**src/rtl/muldiv_unit_if.sv**
```systemverilog
// Operation/result bundle between the Execute stage and muldiv_unit.
// The master offers ops and reads results; the unit is the slave.
interface muldiv_unit_if #(
    parameter int WIDTH = 32
);
    logic             flush;
    logic             in_valid;
    logic             in_ready;
    logic [2:0]       op;
    logic [WIDTH-1:0] rs;
    logic [WIDTH-1:0] rt;
    logic             out_valid;
    logic [WIDTH-1:0] out_data;
    logic             done;
    logic             div_by_zero;
    logic             busy;
    logic [WIDTH-1:0] hi;
    logic [WIDTH-1:0] lo;

    modport master (
        output flush, in_valid, op, rs, rt,
        input  in_ready, out_valid, out_data, done, div_by_zero,
        input  busy, hi, lo
    );

    modport slave (
        input  flush, in_valid, op, rs, rt,
        output in_ready, out_valid, out_data, done, div_by_zero,
        output busy, hi, lo
    );
endinterface

```
**src/rtl/muldiv_unit.sv**
```systemverilog
// Iterative shift-add multiplier / restoring divider with HI/LO pair.
// One step per cycle; results committed only in FIX, so flush is clean.
module muldiv_unit #(
    parameter int WIDTH = 32
) (
    input logic          clock,
    input logic          reset_n,
    muldiv_unit_if.slave bus
);
    localparam int CW = $clog2(WIDTH);
    localparam logic [CW-1:0] LAST = CW'(WIDTH - 1);

    typedef enum logic [1:0] {
        S_IDLE,
        S_MUL,
        S_DIV,
        S_FIX
    } state_t;

    state_t r_state;
    state_t w_state_nxt;

    logic [2*WIDTH-1:0] r_acc;
    logic [WIDTH-1:0]   r_opa;
    logic [WIDTH-1:0]   r_opb;
    logic [CW-1:0]      r_cnt;
    logic               r_is_div;
    logic               r_dz;
    logic               r_neg;
    logic               r_rneg;
    logic [WIDTH-1:0]   r_hi;
    logic [WIDTH-1:0]   r_lo;
    logic [WIDTH-1:0]   r_out_data;
    logic               r_out_valid;
    logic               r_done;
    logic               r_dz_out;

    logic               w_accept;
    logic               w_is_mul;
    logic               w_is_div;
    logic               w_signed;
    logic               w_rs_neg;
    logic               w_rt_neg;
    logic               w_rt_zero;
    logic               w_last;
    logic [WIDTH-1:0]   w_rs_mag;
    logic [WIDTH-1:0]   w_rt_mag;
    logic [WIDTH-1:0]   w_addend;
    logic [WIDTH:0]     w_msum;
    logic [WIDTH:0]     w_shift;
    logic [WIDTH:0]     w_diff;
    logic               w_ge;
    logic [2*WIDTH-1:0] w_prod;
    logic [WIDTH-1:0]   w_quo;
    logic [WIDTH-1:0]   w_rem;

    assign bus.in_ready    = (r_state == S_IDLE);
    assign bus.busy        = (r_state != S_IDLE);
    assign bus.out_valid   = r_out_valid;
    assign bus.out_data    = r_out_data;
    assign bus.done        = r_done;
    assign bus.div_by_zero = r_dz_out;
    assign bus.hi          = r_hi;
    assign bus.lo          = r_lo;

    assign w_accept  = bus.in_valid & bus.in_ready & ~bus.flush;
    assign w_is_mul  = (bus.op[2:1] == 2'b00);
    assign w_is_div  = (bus.op[2:1] == 2'b01);
    assign w_signed  = ~bus.op[0];
    assign w_rs_neg  = w_signed & bus.rs[WIDTH-1];
    assign w_rt_neg  = w_signed & bus.rt[WIDTH-1];
    assign w_rs_mag  = w_rs_neg ? -bus.rs : bus.rs;
    assign w_rt_mag  = w_rt_neg ? -bus.rt : bus.rt;
    assign w_rt_zero = (bus.rt == '0);
    assign w_last    = (r_cnt == LAST);

    // Multiply: add into upper half, then shift the whole accumulator right.
    assign w_addend = r_opb[0] ? r_opa : '0;
    assign w_msum   = {1'b0, r_acc[2*WIDTH-1:WIDTH]} + {1'b0, w_addend};

    // Divide: upper half is the partial remainder, lower half the quotient.
    assign w_shift = {r_acc[2*WIDTH-1:WIDTH], r_acc[WIDTH-1]};
    assign w_diff  = w_shift - {1'b0, r_opa};
    assign w_ge    = ~w_diff[WIDTH];

    assign w_prod = r_neg ? -r_acc : r_acc;
    assign w_quo  = r_neg ? -r_acc[WIDTH-1:0] : r_acc[WIDTH-1:0];
    assign w_rem  = r_rneg ? -r_acc[2*WIDTH-1:WIDTH]
                           : r_acc[2*WIDTH-1:WIDTH];

    always_comb begin
        w_state_nxt = r_state;
        unique case (r_state)
            S_IDLE: begin
                if (w_accept) begin
                    unique case (1'b1)
                        w_is_mul: w_state_nxt = S_MUL;
                        w_is_div: w_state_nxt = w_rt_zero ? S_FIX : S_DIV;
                        default:  w_state_nxt = S_IDLE;
                    endcase
                end
            end
            S_MUL, S_DIV: begin
                if (bus.flush) begin
                    w_state_nxt = S_IDLE;
                end else if (w_last) begin
                    w_state_nxt = S_FIX;
                end
            end
            S_FIX:   w_state_nxt = S_IDLE;
            default: w_state_nxt = S_IDLE;
        endcase
    end

    always_ff @(posedge clock or negedge reset_n) begin
        if (!reset_n) begin
            r_state <= S_IDLE;
        end else begin
            r_state <= w_state_nxt;
        end
    end

    always_ff @(posedge clock or negedge reset_n) begin
        if (!reset_n) begin
            r_acc       <= '0;
            r_opa       <= '0;
            r_opb       <= '0;
            r_cnt       <= '0;
            r_is_div    <= 1'b0;
            r_dz        <= 1'b0;
            r_neg       <= 1'b0;
            r_rneg      <= 1'b0;
            r_hi        <= '0;
            r_lo        <= '0;
            r_out_data  <= '0;
            r_out_valid <= 1'b0;
            r_done      <= 1'b0;
            r_dz_out    <= 1'b0;
        end else begin
            r_out_valid <= 1'b0;
            r_done      <= 1'b0;
            r_dz_out    <= 1'b0;
            unique case (r_state)
                S_IDLE: begin
                    if (w_accept) begin
                        r_cnt <= '0;
                        unique case (bus.op)
                            3'b000, 3'b001: begin
                                r_acc    <= '0;
                                r_opa    <= w_rs_mag;
                                r_opb    <= w_rt_mag;
                                r_neg    <= w_rs_neg ^ w_rt_neg;
                                r_rneg   <= 1'b0;
                                r_is_div <= 1'b0;
                                r_dz     <= 1'b0;
                            end
                            3'b010, 3'b011: begin
                                // Zero divisor keeps raw rs for the HI commit.
                                r_acc    <= {{WIDTH{1'b0}},
                                             w_rt_zero ? bus.rs : w_rs_mag};
                                r_opa    <= w_rt_mag;
                                r_neg    <= w_rs_neg ^ w_rt_neg;
                                r_rneg   <= w_rs_neg;
                                r_is_div <= 1'b1;
                                r_dz     <= w_rt_zero;
                            end
                            3'b100: begin
                                r_out_data  <= r_hi;
                                r_out_valid <= 1'b1;
                            end
                            3'b101: begin
                                r_out_data  <= r_lo;
                                r_out_valid <= 1'b1;
                            end
                            3'b110: r_hi <= bus.rs;
                            3'b111: r_lo <= bus.rs;
                        endcase
                    end
                end
                S_MUL: begin
                    r_acc <= {w_msum, r_acc[WIDTH-1:1]};
                    r_opb <= r_opb >> 1;
                    r_cnt <= r_cnt + 1'b1;
                end
                S_DIV: begin
                    r_acc <= {w_ge ? w_diff[WIDTH-1:0] : w_shift[WIDTH-1:0],
                              r_acc[WIDTH-2:0], w_ge};
                    r_cnt <= r_cnt + 1'b1;
                end
                S_FIX: begin
                    if (!bus.flush) begin
                        r_done   <= 1'b1;
                        r_dz_out <= r_dz;
                        if (r_dz) begin
                            r_lo <= '1;
                            r_hi <= r_acc[WIDTH-1:0];
                        end else if (r_is_div) begin
                            r_lo <= w_quo;
                            r_hi <= w_rem;
                        end else begin
                            {r_hi, r_lo} <= w_prod;
                        end
                    end
                end
            endcase
        end
    end
endmodule

```
**src/flat_wrapper.sv**
```systemverilog
// flat-port wrapper written by rule: the top's interface ports become plain ports
module muldiv_unit_flat 
#(
    parameter int WIDTH = 32
)
  (clock, reset_n, bus_flush, bus_in_valid, bus_op, bus_rs, bus_rt, bus_in_ready, bus_out_valid, bus_out_data, bus_done, bus_div_by_zero, bus_busy, bus_hi, bus_lo);
  muldiv_unit_if #(.WIDTH(WIDTH)) bus_i ();
  input logic clock;
  input logic reset_n;
  input wire logic [$bits(bus_i.flush)-1:0] bus_flush;
  input wire logic [$bits(bus_i.in_valid)-1:0] bus_in_valid;
  input wire logic [$bits(bus_i.op)-1:0] bus_op;
  input wire logic [$bits(bus_i.rs)-1:0] bus_rs;
  input wire logic [$bits(bus_i.rt)-1:0] bus_rt;
  output wire logic [$bits(bus_i.in_ready)-1:0] bus_in_ready;
  output wire logic [$bits(bus_i.out_valid)-1:0] bus_out_valid;
  output wire logic [$bits(bus_i.out_data)-1:0] bus_out_data;
  output wire logic [$bits(bus_i.done)-1:0] bus_done;
  output wire logic [$bits(bus_i.div_by_zero)-1:0] bus_div_by_zero;
  output wire logic [$bits(bus_i.busy)-1:0] bus_busy;
  output wire logic [$bits(bus_i.hi)-1:0] bus_hi;
  output wire logic [$bits(bus_i.lo)-1:0] bus_lo;
  assign bus_i.flush = bus_flush;
  assign bus_i.in_valid = bus_in_valid;
  assign bus_i.op = bus_op;
  assign bus_i.rs = bus_rs;
  assign bus_i.rt = bus_rt;
  assign bus_in_ready = bus_i.in_ready;
  assign bus_out_valid = bus_i.out_valid;
  assign bus_out_data = bus_i.out_data;
  assign bus_done = bus_i.done;
  assign bus_div_by_zero = bus_i.div_by_zero;
  assign bus_busy = bus_i.busy;
  assign bus_hi = bus_i.hi;
  assign bus_lo = bus_i.lo;
  muldiv_unit #(.WIDTH(WIDTH)) u_core (.clock(clock), .reset_n(reset_n), .bus(bus_i));
endmodule
```
**config.mk**
```make
export PLATFORM = sky130hd
export DESIGN_NAME = muldiv_unit_flat
export DESIGN_NICKNAME = d
export VERILOG_FILES = /design/src/rtl/muldiv_unit_if.sv /design/src/rtl/muldiv_unit.sv /design/src/flat_wrapper.sv
export SDC_FILE = /design/constraint.sdc
export NUM_CORES = 1
export LEC_CHECK = 0
export CELL_PAD_IN_SITES_DETAIL_PLACEMENT = 1
export CELL_PAD_IN_SITES_GLOBAL_PLACEMENT = 2
export CORE_MARGIN = 5
export CORE_UTILIZATION = 35
export DETAILED_ROUTE_END_ITERATION = 16
export HOLD_SLACK_MARGIN = 0.12
export MAX_ROUTING_LAYER = met4
export PLACE_DENSITY_LB_ADDON = 0.15
export REMOVE_ABC_BUFFERS = 1
export SETUP_SLACK_MARGIN = 0.3
export SLEW_MARGIN = 20
export SYNTH_ARGS = -nofsm -noshare
export SYNTH_HDL_FRONTEND = slang
export SYNTH_SLANG_ARGS = --single-unit
```
**constraint.sdc**
```tcl
create_clock -name clock -period 4.7 [get_ports clock]
set_clock_uncertainty 0.1 [all_clocks]
set_input_delay 0.94 -clock clock [delete_from_list [all_inputs] [get_ports clock]]
set_output_delay 0.94 -clock clock [all_outputs]
set_load 0.05 [all_outputs]
```
==> results.sh <==
export IMPL_status="finished, final reports clean"
export IMPL_grt_ovfl_total=0
export IMPL_htree_levels=1
export IMPL_relSlewSlack_pct=35.6
export IMPL_setup_viol=0
export IMPL_clkSinkCount=238
export IMPL_grt_max_degree=86
export IMPL_clock_latency_ns=0.61
export IMPL_cp_data_arrival_time_ns=4.61
export IMPL_finalInstanceArea_um2=22000
export IMPL_io_buffers=171
export IMPL_antenna_left=0
export IMPL_whs_ns=0.264
export IMPL_dpl_instance_area_um2=20900
export IMPL_route_detailed_drc=0
export IMPL_ctsHoldBuffers=0
export IMPL_cpLargestDelayFamily="compound AO/OA/AOI/OAI gates"
export IMPL_drive_gt1_share_pct=7.60
export IMPL_drv_slew=0
export IMPL_clockBufferDepth=3
export IMPL_max_freq_mhz=236
export IMPL_crit_required_ns=5.06
export IMPL_crit_fanout=12
export IMPL_final_cell_mix="251 x nand2_1, 238 x dfrtp_1, 227 x a21oi_1, 226 x o21ai_0, 222 x nor2_1"
export IMPL_dp_hpwl_mm=57.9
export IMPL_hold_viol=0
export IMPL_cp_buffers_inverters=0
export IMPL_postCtsSetupRepairBufs=0
export IMPL_drtPass1Iterations=5
export IMPL_p_leak_uw=0.00928
export IMPL_fp_dieW_um=238
export IMPL_vdd_drop_max_v=0.000454
export IMPL_hp_class="in2async"
export IMPL_die_h_um=238
export IMPL_initial_core_util_pct=35.4
export IMPL_r2r_end="u_core.r_acc[42]$_DFFE_PN0P_"
export IMPL_pin_count=172
export IMPL_ys_types=68
export IMPL_ys_ff_latch=238
export IMPL_rows=83
export IMPL_critPathKind="reg2reg"
export IMPL_vias=18075
export IMPL_fill_cells=6187
export IMPL_avgRoutedWirePerCell_um=24.2
export IMPL_vias_per_cell=5.75
export IMPL_powerDensity_nw_per_um2=817
export IMPL_tritoncts="yes"
export IMPL_placed_cells=3085
export IMPL_nNetsFinal=2584
export IMPL_yosys_warnings=0
export IMPL_grt_usage_pct=26.5
export IMPL_drt_total_wl_mm=76.1
export IMPL_gp_congestion=0.913
export IMPL_reg2reg_setup_slack_ns=0.45
export IMPL_finalPower_uw=18000
export IMPL_max_cap_violations=0
export IMPL_area_growth_pct=20.9
export IMPL_crit_path_max_incr_delay_ns=0.65
export IMPL_finalNonFillerCells=3144
export IMPL_worstPathCellList="ha_1, a21o_1, or3_1, o21ai_0, o21ai_0, a31oi_1, a21oi_1, xnor2_2, mux2_2, a221oi_1, nor2_1"
export IMPL_worst_setup_path_start_kind="register"
export IMPL_clkTransAtPathRegs_ns=0.06
export IMPL_final_common_cell="nand2_1"
export IMPL_seq_area_frac_synth_pct=32.7
export IMPL_fin_crit_sh_pct=90.3
export IMPL_cts_root_buf="clkbuf_16"
export IMPL_worstMarginPinSlew_ns=0.965
export IMPL_grt_pass1_wl_mm=116
export IMPL_synthFlopType="dfrtp_1"
export IMPL_grt_pass1_vias=18665
export IMPL_drt_iter0_markers=1119
export IMPL_cts_made_buffers=30
export IMPL_reg2reg_depth=11
export IMPL_synth_edf_count=0
export IMPL_path_common_cell="o21ai_0"
export IMPL_die_area_um2=56600
export IMPL_syn_area_um2=18200
export IMPL_async_reset_ff_share_pct=100
export IMPL_cts_resized=0
export IMPL_core_region_area_um2=51400
export IMPL_period_minus_slack_ns=4.25
export IMPL_avgSynthCellArea_um2=7.86
export IMPL_endpoint_kind="register"
export IMPL_synth_cells=2314
export IMPL_rsz0062_at_grt="no"
export IMPL_cp_slowest_cell="xnor2_2"
export IMPL_antenna_found_initial=3
export IMPL_timing_rr_start="u_core.r_acc[36]$_DFFE_PN0P_"
[per-stage QoR]
stage                     setup TNS, ns  setup slack [ns]  util (%)
after floorplan                  -14.86            -0.725         -
after global placement                0            0.0989      40.7
after detailed placement              0            0.0405      40.7
after CTS                             0             0.477      42.8
after global routing                  0             0.309      42.8
final                                 0             0.454      42.8
[registers in the layout (all words and copies together), names as in the netlist, 2 cells and up]
| signal | cells |
|---|---|
| u_core.r_opb | 32 |
| u_core.r_opa | 32 |
| u_core.r_cnt | 5 |
| u_core.r_acc | 64 |
| u_core.bus.lo | 32 |
| u_core.bus.hi | 32 |
| u_core.r_state | 2 |
| u_core.bus.out_data | 32 |
[worst register-to-register path, delay by kind of cell (launching register included)]
kind	cells	cell delay (ns)
DFF	1	0.47
muxes	1	0.42
and+or+nand+nor	2	0.40
xor gates and xnor gates	1	0.65
AOI/OAI and AO/OA	6	1.68
adders and majority gates	1	0.40
[cells by family after synthesis]
kind of cell | count (synthesis) | synth area share (%)
AO/OA/AOI/OAI | 795 | 26.4
XOR/XNOR | 202 | 9.73
adder cells (fa/ha/maj) | 76 | 5.31
buffers and inverters | 241 | 5.03
flip-flops | 238 | 32.7
multiplexers | 48 | 2.68
AND/OR/NAND/NOR | 714 | 18.1
[cell type report]
type                    count  area [um2]  area share (%)
repair buffers            273        2510            11.4
flip-flops and latches    238        5960            27.1
well taps                 680         851            3.87
inverters                  59         221            1.01
multi-input cells        1835       11400            51.7
diodes                      3        7.51          0.0341
clock inverters            11         194           0.882
clock buffers              45         877            3.99
[worst max path at each step]
stage / from / end / slack [ns] / cells past startpoint
6_report: u_core.r_acc[36]$_DFFE_PN0P_ / u_core.r_acc[42]$_DFFE_PN0P_ / 0.45 / 11
5_1_grt: u_core.r_acc[36]$_DFFE_PN0P_ / u_core.r_acc[42]$_DFFE_PN0P_ / 0.31 / 11
4_1_cts: u_core.r_acc[36]$_DFFE_PN0P_ / u_core.r_acc[42]$_DFFE_PN0P_ / 0.48 / 11
3_5_place_dp: bus_rs[6] / u_core.r_opa[31]$_DFFE_PN0P_ / 0.04 / 12
3_3_place_gp: bus_rs[6] / u_core.r_opa[31]$_DFFE_PN0P_ / 0.1 / 12
2_1_floorplan: u_core.r_state[0]$_DFFE_PN0P_ / u_core.r_acc[63]$_DFFE_PN0P_ / -0.73 / 9
[cells in the mapped netlist, types with 25 or more instances]
| cell type | count | area share, % |
|---|---|---|
| nand3_1 | 25 | 0.69 |
| xnor2_1 | 119 | 5.7 |
| xor2_1 | 83 | 4.0 |
| inv_1 | 58 | 1.2 |
| mux2i_1 | 43 | 2.4 |
| nor2_1 | 224 | 4.6 |
| nand2_1 | 251 | 5.2 |
| and2_1 | 38 | 1.3 |
| nor3_1 | 30 | 0.83 |
| clkbuf_1 | 164 | 3.4 |
| a21oi_1 | 229 | 6.3 |
| or3_1 | 28 | 0.96 |
| a21o_1 | 30 | 1.2 |
| ha_1 | 74 | 5.1 |
| dfrtp_1 | 238 | 33 |
| o22ai_1 | 102 | 3.5 |
| a22o_1 | 29 | 1.4 |
| o21ai_0 | 226 | 6.2 |
[per-layer routing]
layer,up-vias,global-route usage [%],share of wire [%]
met5,-,-,0
met4,0,6.71,2.4
met2,403,43.4,47
li1,8502,-,-
met1,9075,35.0,46
met3,95,3.68,5.1
[where the power goes]
| group | internal [uW] | total [uW] | switching (uW) | leakage, uW |
|---|---|---|---|---|
| clock | 1560 | 2570 | 1010 | 0.000523 |
| sequential | 3010 | 4180 | 1170 | 0.00294 |
| combinational | 4100 | 11200 | 7110 | 0.00581 |
Note: power is estimated with default switching activity, not from simulation.
